===== src/rtl/reg_bank_arbiter.sv =====
// Round-robin write arbiter in front of a bank of configuration registers.
// One requester is granted per cycle; the bank is exposed as a flat bus.
module reg_bank_arbiter #(
   parameter int                     NUM_REQ     = 4,
   parameter int                     NUM_REGS    = 8,
   parameter int                     ADDR_WIDTH  = 3,
   parameter int                     WORD_WIDTH  = 32,
   parameter logic [WORD_WIDTH-1:0]  RESET_VALUE = '0
) (
   input  logic                           clk_i,
   input  logic                           rst_i,
   input  logic                           hold_i,
   input  logic [NUM_REQ-1:0]             req_valid_i,
   input  logic [NUM_REQ-1:0]             req_clear_i,
   input  logic [NUM_REQ*ADDR_WIDTH-1:0]  req_addr_i,
   input  logic [NUM_REQ*WORD_WIDTH-1:0]  req_data_i,
   output logic [NUM_REQ-1:0]             req_ready_o,
   output logic [NUM_REGS*WORD_WIDTH-1:0] bank_data_o,
   output logic                           grant_valid_o,
   output logic [$clog2(NUM_REQ)-1:0]     grant_id_o,
   output logic                           addr_error_o,
   output logic [15:0]                    conflict_count_o
);

   localparam int                IDW        = $clog2(NUM_REQ);
   localparam logic [IDW:0]      NUM_REQ_X  = (IDW+1)'(NUM_REQ);
   localparam logic [ADDR_WIDTH:0] NUM_REGS_X = (ADDR_WIDTH+1)'(NUM_REGS);

   logic [IDW-1:0]        ptr_q, ptr_d;
   logic [IDW-1:0]        gnt_idx;
   logic                  gnt_found;
   logic [IDW:0]          cand;
   logic                  grant_en;
   logic [ADDR_WIDTH-1:0] sel_addr;
   logic [WORD_WIDTH-1:0] sel_data;
   logic                  sel_clear;
   logic                  addr_ok;
   logic                  wr_en;
   logic                  multi_valid;
   logic                  grant_valid_q, grant_valid_d;
   logic [IDW-1:0]        grant_id_q, grant_id_d;
   logic                  addr_error_q, addr_error_d;
   logic [15:0]           conflict_q, conflict_d;

   // First valid requester scanning ptr, ptr+1, ... modulo NUM_REQ.
   always_comb begin
      gnt_found = 1'b0;
      gnt_idx   = '0;
      cand      = '0;
      for (int k = 0; k < NUM_REQ; k++) begin
         cand = {1'b0, ptr_q} + (IDW+1)'(k);
         if (cand >= NUM_REQ_X) begin
            cand = cand - NUM_REQ_X;
         end
         if (!gnt_found && req_valid_i[cand[IDW-1:0]]) begin
            gnt_found = 1'b1;
            gnt_idx   = cand[IDW-1:0];
         end
      end
   end

   assign grant_en    = gnt_found && !hold_i && !rst_i;
   assign req_ready_o = grant_en ? (NUM_REQ'(1) << gnt_idx) : '0;

   assign sel_addr  = req_addr_i[gnt_idx*ADDR_WIDTH +: ADDR_WIDTH];
   assign sel_data  = req_data_i[gnt_idx*WORD_WIDTH +: WORD_WIDTH];
   assign sel_clear = req_clear_i[gnt_idx];
   assign addr_ok   = {1'b0, sel_addr} < NUM_REGS_X;
   assign wr_en     = grant_en && addr_ok;

   // Two or more bits set: clearing the lowest set bit leaves something.
   assign multi_valid = |(req_valid_i & (req_valid_i - NUM_REQ'(1)));

   always_comb begin
      ptr_d         = ptr_q;
      grant_valid_d = grant_en;
      grant_id_d    = grant_id_q;
      addr_error_d  = grant_en && !addr_ok;
      conflict_d    = conflict_q;
      if (grant_en) begin
         ptr_d      = (gnt_idx == IDW'(NUM_REQ-1)) ? '0 : gnt_idx + 1'b1;
         grant_id_d = gnt_idx;
      end
      if (multi_valid && !hold_i && conflict_q != 16'hFFFF) begin
         conflict_d = conflict_q + 16'd1;
      end
   end

   always_ff @(posedge clk_i or posedge rst_i) begin
      if (rst_i) begin
         ptr_q         <= '0;
         grant_valid_q <= 1'b0;
         grant_id_q    <= '0;
         addr_error_q  <= 1'b0;
         conflict_q    <= '0;
      end else begin
         ptr_q         <= ptr_d;
         grant_valid_q <= grant_valid_d;
         grant_id_q    <= grant_id_d;
         addr_error_q  <= addr_error_d;
         conflict_q    <= conflict_d;
      end
   end

   for (genvar gi = 0; gi < NUM_REGS; gi++) begin : g_reg
      logic [WORD_WIDTH-1:0] word_q;
      always_ff @(posedge clk_i or posedge rst_i) begin
         if (rst_i) begin
            word_q <= RESET_VALUE;
         end else if (wr_en && sel_addr == ADDR_WIDTH'(gi)) begin
            word_q <= sel_clear ? RESET_VALUE : sel_data;
         end
      end
      assign bank_data_o[gi*WORD_WIDTH +: WORD_WIDTH] = word_q;
   end

   assign grant_valid_o    = grant_valid_q;
   assign grant_id_o       = grant_id_q;
   assign addr_error_o     = addr_error_q;
   assign conflict_count_o = conflict_q;

endmodule


===== config.mk =====
export PLATFORM = sky130hd
export DESIGN_NAME = reg_bank_arbiter
export DESIGN_NICKNAME = d
export VERILOG_FILES = /design/src/rtl/reg_bank_arbiter.sv
export SDC_FILE = /design/constraint.sdc
export NUM_CORES = 1
export LEC_CHECK = 0
export CORE_AREA = 2 2 166 168
export DETAILED_ROUTE_END_ITERATION = 8
export DIE_AREA = 0 0 168 170
export GPL_TIMING_DRIVEN = 0
export HOLD_SLACK_MARGIN = 0.05
export PLACE_DENSITY = 0.78
export REMOVE_ABC_BUFFERS = 1
export SETUP_SLACK_MARGIN = 0.5
export SLEW_MARGIN = 5
export SYNTH_ARGS = -nofsm -noshare
export SYNTH_HDL_FRONTEND = slang
export SYNTH_SLANG_ARGS = --single-unit

===== constraint.sdc =====
create_clock -name clk_i -period 12.6 [get_ports clk_i]
set_clock_uncertainty 0.15 [all_clocks]
set_input_delay 1.89 -clock clk_i [delete_from_list [all_inputs] [get_ports clk_i]]
set_output_delay 1.89 -clock clk_i [all_outputs]
set_load 0.01 [all_outputs]

* Word level (Yosys, flattened, before mapping)
Cells that the tools add are included.
Cells by class: mux-type cells 25, eq/ne operators 9, shift operators 3, reduce and logical (&&, ||, !) cells 22, multipliers 1, bitwise logic cells 1, magnitude comparators 9, add/sub/neg operators 10
Operators by type and width (count):
- variable part select 128 x 8 -> 32 bit | 1
- two-way mux 32 bit | 1
- two-way mux 2 bit | 9
- adder 16 x 1 -> 16 bit (second input constant) | 1
- inequality test 16 bit (second input constant) | 1
- logical AND 1 bit | 15
- < comparator 2 x 3 -> 1 bit (second input constant) | 5
- == test 3 bit (second input constant) | 4
- variable part select 12 x 5 -> 3 bit | 1
- binary-select mux 1 bit (select 2 bit) | 5
- greater-or-equal comparator 3 bit (second input constant) | 3
- two-way mux 1 bit | 9
- subtractor 2 x 1 -> 2 bit (second input constant) | 4
- adder 2 x 2 -> 3 bit (second input constant) | 2
- == test 3 x 2 -> 1 bit (second input constant) | 2
- zero test 1 bit | 5
- AND 4 bit | 1
- multiplier 2 x 2 -> 4 bit (second input constant) | 1
- two-way mux 4 bit | 1
- OR reduction 4 bit | 1
- << shifter 1 x 2 -> 4 bit (first input constant) | 1
- subtractor 4 x 1 -> 4 bit (second input constant) | 1
- adder 2 x 1 -> 3 bit (second input constant) | 1
- == test 3 x 1 -> 1 bit (second input constant) | 1
- other kinds (4) | 4
Storage, ports and cells: logic and storage cells 92, input bits 151, output and inout port bits 280, flip-flop bits (word level) 277

* Logic depth before layout (Yosys ltp)
word-level depth 18, mapped depth 11, depth with buffers taken out 8

* Worst setup path before layout
No wires, ideal clock.
path type in2out, start point input port req_valid_i[3], end point output port req_ready_o[1], required time 10560 ps, cell stages on the path 8, buffers on the path 3, path slack 7047 ps, data arrival time 3513 ps, path through nor2b_1 -> o21ai_0 -> o211a_1 -> clkbuf_1 -> clkbuf_1 -> buf_1 -> ha_1 -> and2_1
Between the ends: elaborated cells on any way between the ends 26, classes of those cells 1 x shift; 17 x mux; 8 x reduce/logical
RTL lines:
- from (decl) | line 13 | input logic [NUM_REQ-1:0] req_valid_i,
- binary-select mux 1 bit (select 2 bit) | line 55 | if (!gnt_found && req_valid_i[cand[IDW-1:0]]) begin
- two-way mux 1 bit (implied by the code) | line 55
- two-way mux 1 bit | line 55
- zero test 1 bit | line 55
- logical AND 1 bit | line 55
- two-way mux 1 bit | line 55
- zero test 1 bit | line 55
- logical AND 1 bit | line 55
- two-way mux 1 bit | line 55
- zero test 1 bit | line 55
- logical AND 1 bit | line 55
- two-way mux 2 bit * | line 55
- via gnt_idx[0] | line 30 | logic [IDW-1:0] gnt_idx;
- << shifter 1 x 2 -> 4 bit * | line 63 | assign req_ready_o = grant_en ? (NUM_REQ'(1) << gnt_idx) : '0;
- two-way mux 4 bit * | line 63
- to (decl) | line 17 | output logic [NUM_REQ-1:0] req_ready_o,
Mark *: on every way through the listed nets, which the timed path passes. The rest lies on a longest branch. The select of a mux whose other input is x is not followed.

* Worst setup path after layout
start point input port req_valid_i[3], end point output port req_ready_o[1]
Between the ends: longest elaborated chain between the ends 15, elaborated cells on any way between the ends 26, classes of those cells 1 x shift; 17 x mux; 8 x reduce/logical
Ends and longest elaborated chain:
- binary-select mux 1 bit (select 2 bit) | line 55
- two-way mux 1 bit (implied by the code) | line 55
- two-way mux 1 bit | line 55
- zero test 1 bit | line 55
- logical AND 1 bit | line 55
- two-way mux 1 bit | line 55
- zero test 1 bit | line 55
- logical AND 1 bit | line 55
- two-way mux 1 bit | line 55
- zero test 1 bit | line 55
- logical AND 1 bit | line 55
- two-way mux 1 bit | line 55
- logical AND 1 bit (2 in series) | line 62 | assign grant_en = gnt_found && !hold_i && !rst_i;
- two-way mux 4 bit * | line 63
Mark *: on every way between the ends. The rest lies on a longest branch, timed or not. The select of a mux whose other input is x is not followed.

==> run summary <==
Syn Inst Count - 821
Slew HR - 21.1%
Hold Path Class - reg -> reg
H-tree levels - 1
P&R area growth vs syn - 48.4%
met2 wire len - 18,700 um
Arrival @ worst endpoint - 6200 ps
Reg2Reg Depth - 9
Initial Util - 44.6%
TritonRoute pass-1 iters - 4
CP Capture Type - output pin
Yosys reg bits - 277
crit share post-route - 65.4%
CP max FO - 42
total number of vias - 8,676
grt ovf - 0
Final GP Congestion - 0.756
Netlist cell types - 43
R2R setup slack - 6870 ps
die width - 168 um
postcts setup bufs - 0
Most used DFF post-synth - dfrtp_1
Hold Violations, Final - 0
RSZ-0062 raised after global routing - false
Die ar. - 28,600 um^2
antenna violations before repair - 3
Routed WL per cell - 23.3 um
CP startpoint kind - input port
Async S/R FF share, synth - 100%
Setup CP Type - in -> out
sequential-to-total area share from yosys stat - 58.4%
CTS resizes - 0
routed wl met3 - 2710 um
Synth Cell Area - 11,900 um^2
Worst-Margin Slew - 1180 ps
clock slew seen by the registers of the worst setup and hold paths - 60 ps
most common cell after layout, fill and taps aside - clkdlybuf4s50_1
DRC errors left - 0
overall power - 4.13 mW
min Tclk post-route - 8240 ps
Hold Path Depth - 1
Warnings, synthesis - 0
CTS Root Cell - clkbuf_16
CTS tree - done
area of the multi-input gates - 4690 um^2
die height - 170 um
M1 WL - 14,300 um
largest net degree at the start of global routing - 113
initial DRC count - 498
most frequent cells in the layout - clkdlybuf4s50_1, dfrtp_1, mux2_2
# nets final - 1,392
final max-slew violation count - 0
share of layout cells above drive strength 1 - 23.7%
worst hold slack - 338 ps
Detailed Route WL - 37,300 um
post-layout util - 66.2%
status - finished clean
IO buf count - 429
uppermost layer routed - met4
Via density - 5.42
Clock Path Buffers - 3
# fillers - 2,054
dpl hpwl - 25,900 um
Max-Cap Viols - 0
Post-synth EDFFs - 0
placed cell areas - 16,700 um^2
synthesized area per cell - 14.5 um^2
global-route wire length before repair - 55,300 um
register area - 6930 um^2
number of global-route vias before repair - 9,194
CTS Hold Buffers Added - 0
core area - 26,700 um^2
Site Rows - 60
setup violators final - 0
total global-route track usage - 25.6%
power density cells - 234 nW/um^2
Num CTS Buffers - 29
peak supply drop - 146 uV
Top Ports - 431
Max Clock Freq - 0.121 GHz
Pleak - 7.86 nW
Final ANT Viol Nets - 0
Setup TNS Final - 0 ps
Worst-Skew Late Latency - 540 ps
Finished Cell Area - 17,600 um^2
WP data required - 10,560 ps
clock sinks - 277
[cells by family after synthesis]
kind of cell	share of synthesized area, %
muxes	28.4
adders and majority gates	0.611
DFF	58.4
AOI/OAI and AO/OA	4.76
other	0.0316
xor gates and xnor gates	1.11
buffers and inverters	2.64
and+or+nand+nor	4.11
[per-layer routing]
metal  GRT usage (%)  vias to the layer above
li1                -                     3826
met1            29.1                     4392
met2            45.7                      369
met3            7.07                       89
met4            10.9                        0
met5               0                        -
[critical path, stage by stage]
cell             delay [ps]
clkdlybuf4s50_1         630
and3b_1                 240
o21ai_4                 900
and2_4                  910
inv_2                   630
ha_1                    380
and2_1                  130
clkdlybuf4s50_1         470
[power by group]
group / total (mW) / switching (mW) / internal [mW]
combinational: 1.83 / 0.818 / 1.01
clock: 0.857 / 0.345 / 0.512
sequential: 1.44 / 0.194 / 1.25
total: 4.13 / 1.36 / 2.77
[state kept, by name (all words and copies together), names as in the netlist]
signal and count:
ptr_q 2, g.word_q 256, grant_id_o 2, conflict_count_o 16, grant_valid_o 1
[layout make-up]
class | count | share of cell area [%]
sequential | 277 | 39.3
multi-input combinational | 480 | 26.6
timing repair buffer | 442 | 26.0
clock buffer | 40 | 4.63
tap | 341 | 2.42
clock inverter | 12 | 0.802
inverter | 6 | 0.170
antenna | 3 | 0.0426
[synth_stat cells (2+ instances only)]
library cell | instances | area, um^2
nand3_1 | 8 | 40.0
nor2_1 | 6 | 22.5
and4_1 | 3 | 26.3
mux2_2 | 218 | 2450
buf_2 | 23 | 115
xor2_1 | 4 | 35.0
clkbuf_1 | 25 | 93.8
and3_1 | 40 | 250
buf_1 | 4 | 15.0
buf_6 | 4 | 45.0
or3_1 | 3 | 18.8
nand2_1 | 3 | 11.3
a211oi_1 | 66 | 495
mux2i_1 | 41 | 410
ha_1 | 5 | 62.6
mux2_1 | 41 | 462
inv_1 | 5 | 18.8
and2_1 | 6 | 37.5
mux2_4 | 3 | 45.0
nor3_1 | 2 | 10.0
dfrtp_1 | 277 | 6930
nand4_1 | 3 | 18.8
xnor2_1 | 11 | 96.3
[per-stage QoR]
step	setup slack, ps	std cells
6_report	4360	1601
5_1_grt	4230	1600
4_1_cts	4330	1598
3_5_place_dp	4330	1546
3_3_place_gp	-511	1533
2_1_floorplan	2920	763
[final timing paths]
kind                               startpoint              endpoint
max                            req_valid_i[3]        req_ready_o[1]
max reg2reg                          ptr_q[0]   g_reg[1].word_q[10]
min in group asynchronous               rst_i  conflict_count_o[14]
min reg2reg                g_reg[1].word_q[7]    g_reg[1].word_q[7]
max in group asynchronous               rst_i   g_reg[5].word_q[12]
min                        g_reg[1].word_q[7]    g_reg[1].word_q[7]
No activity file was read; power rests on OpenSTA's default activity.
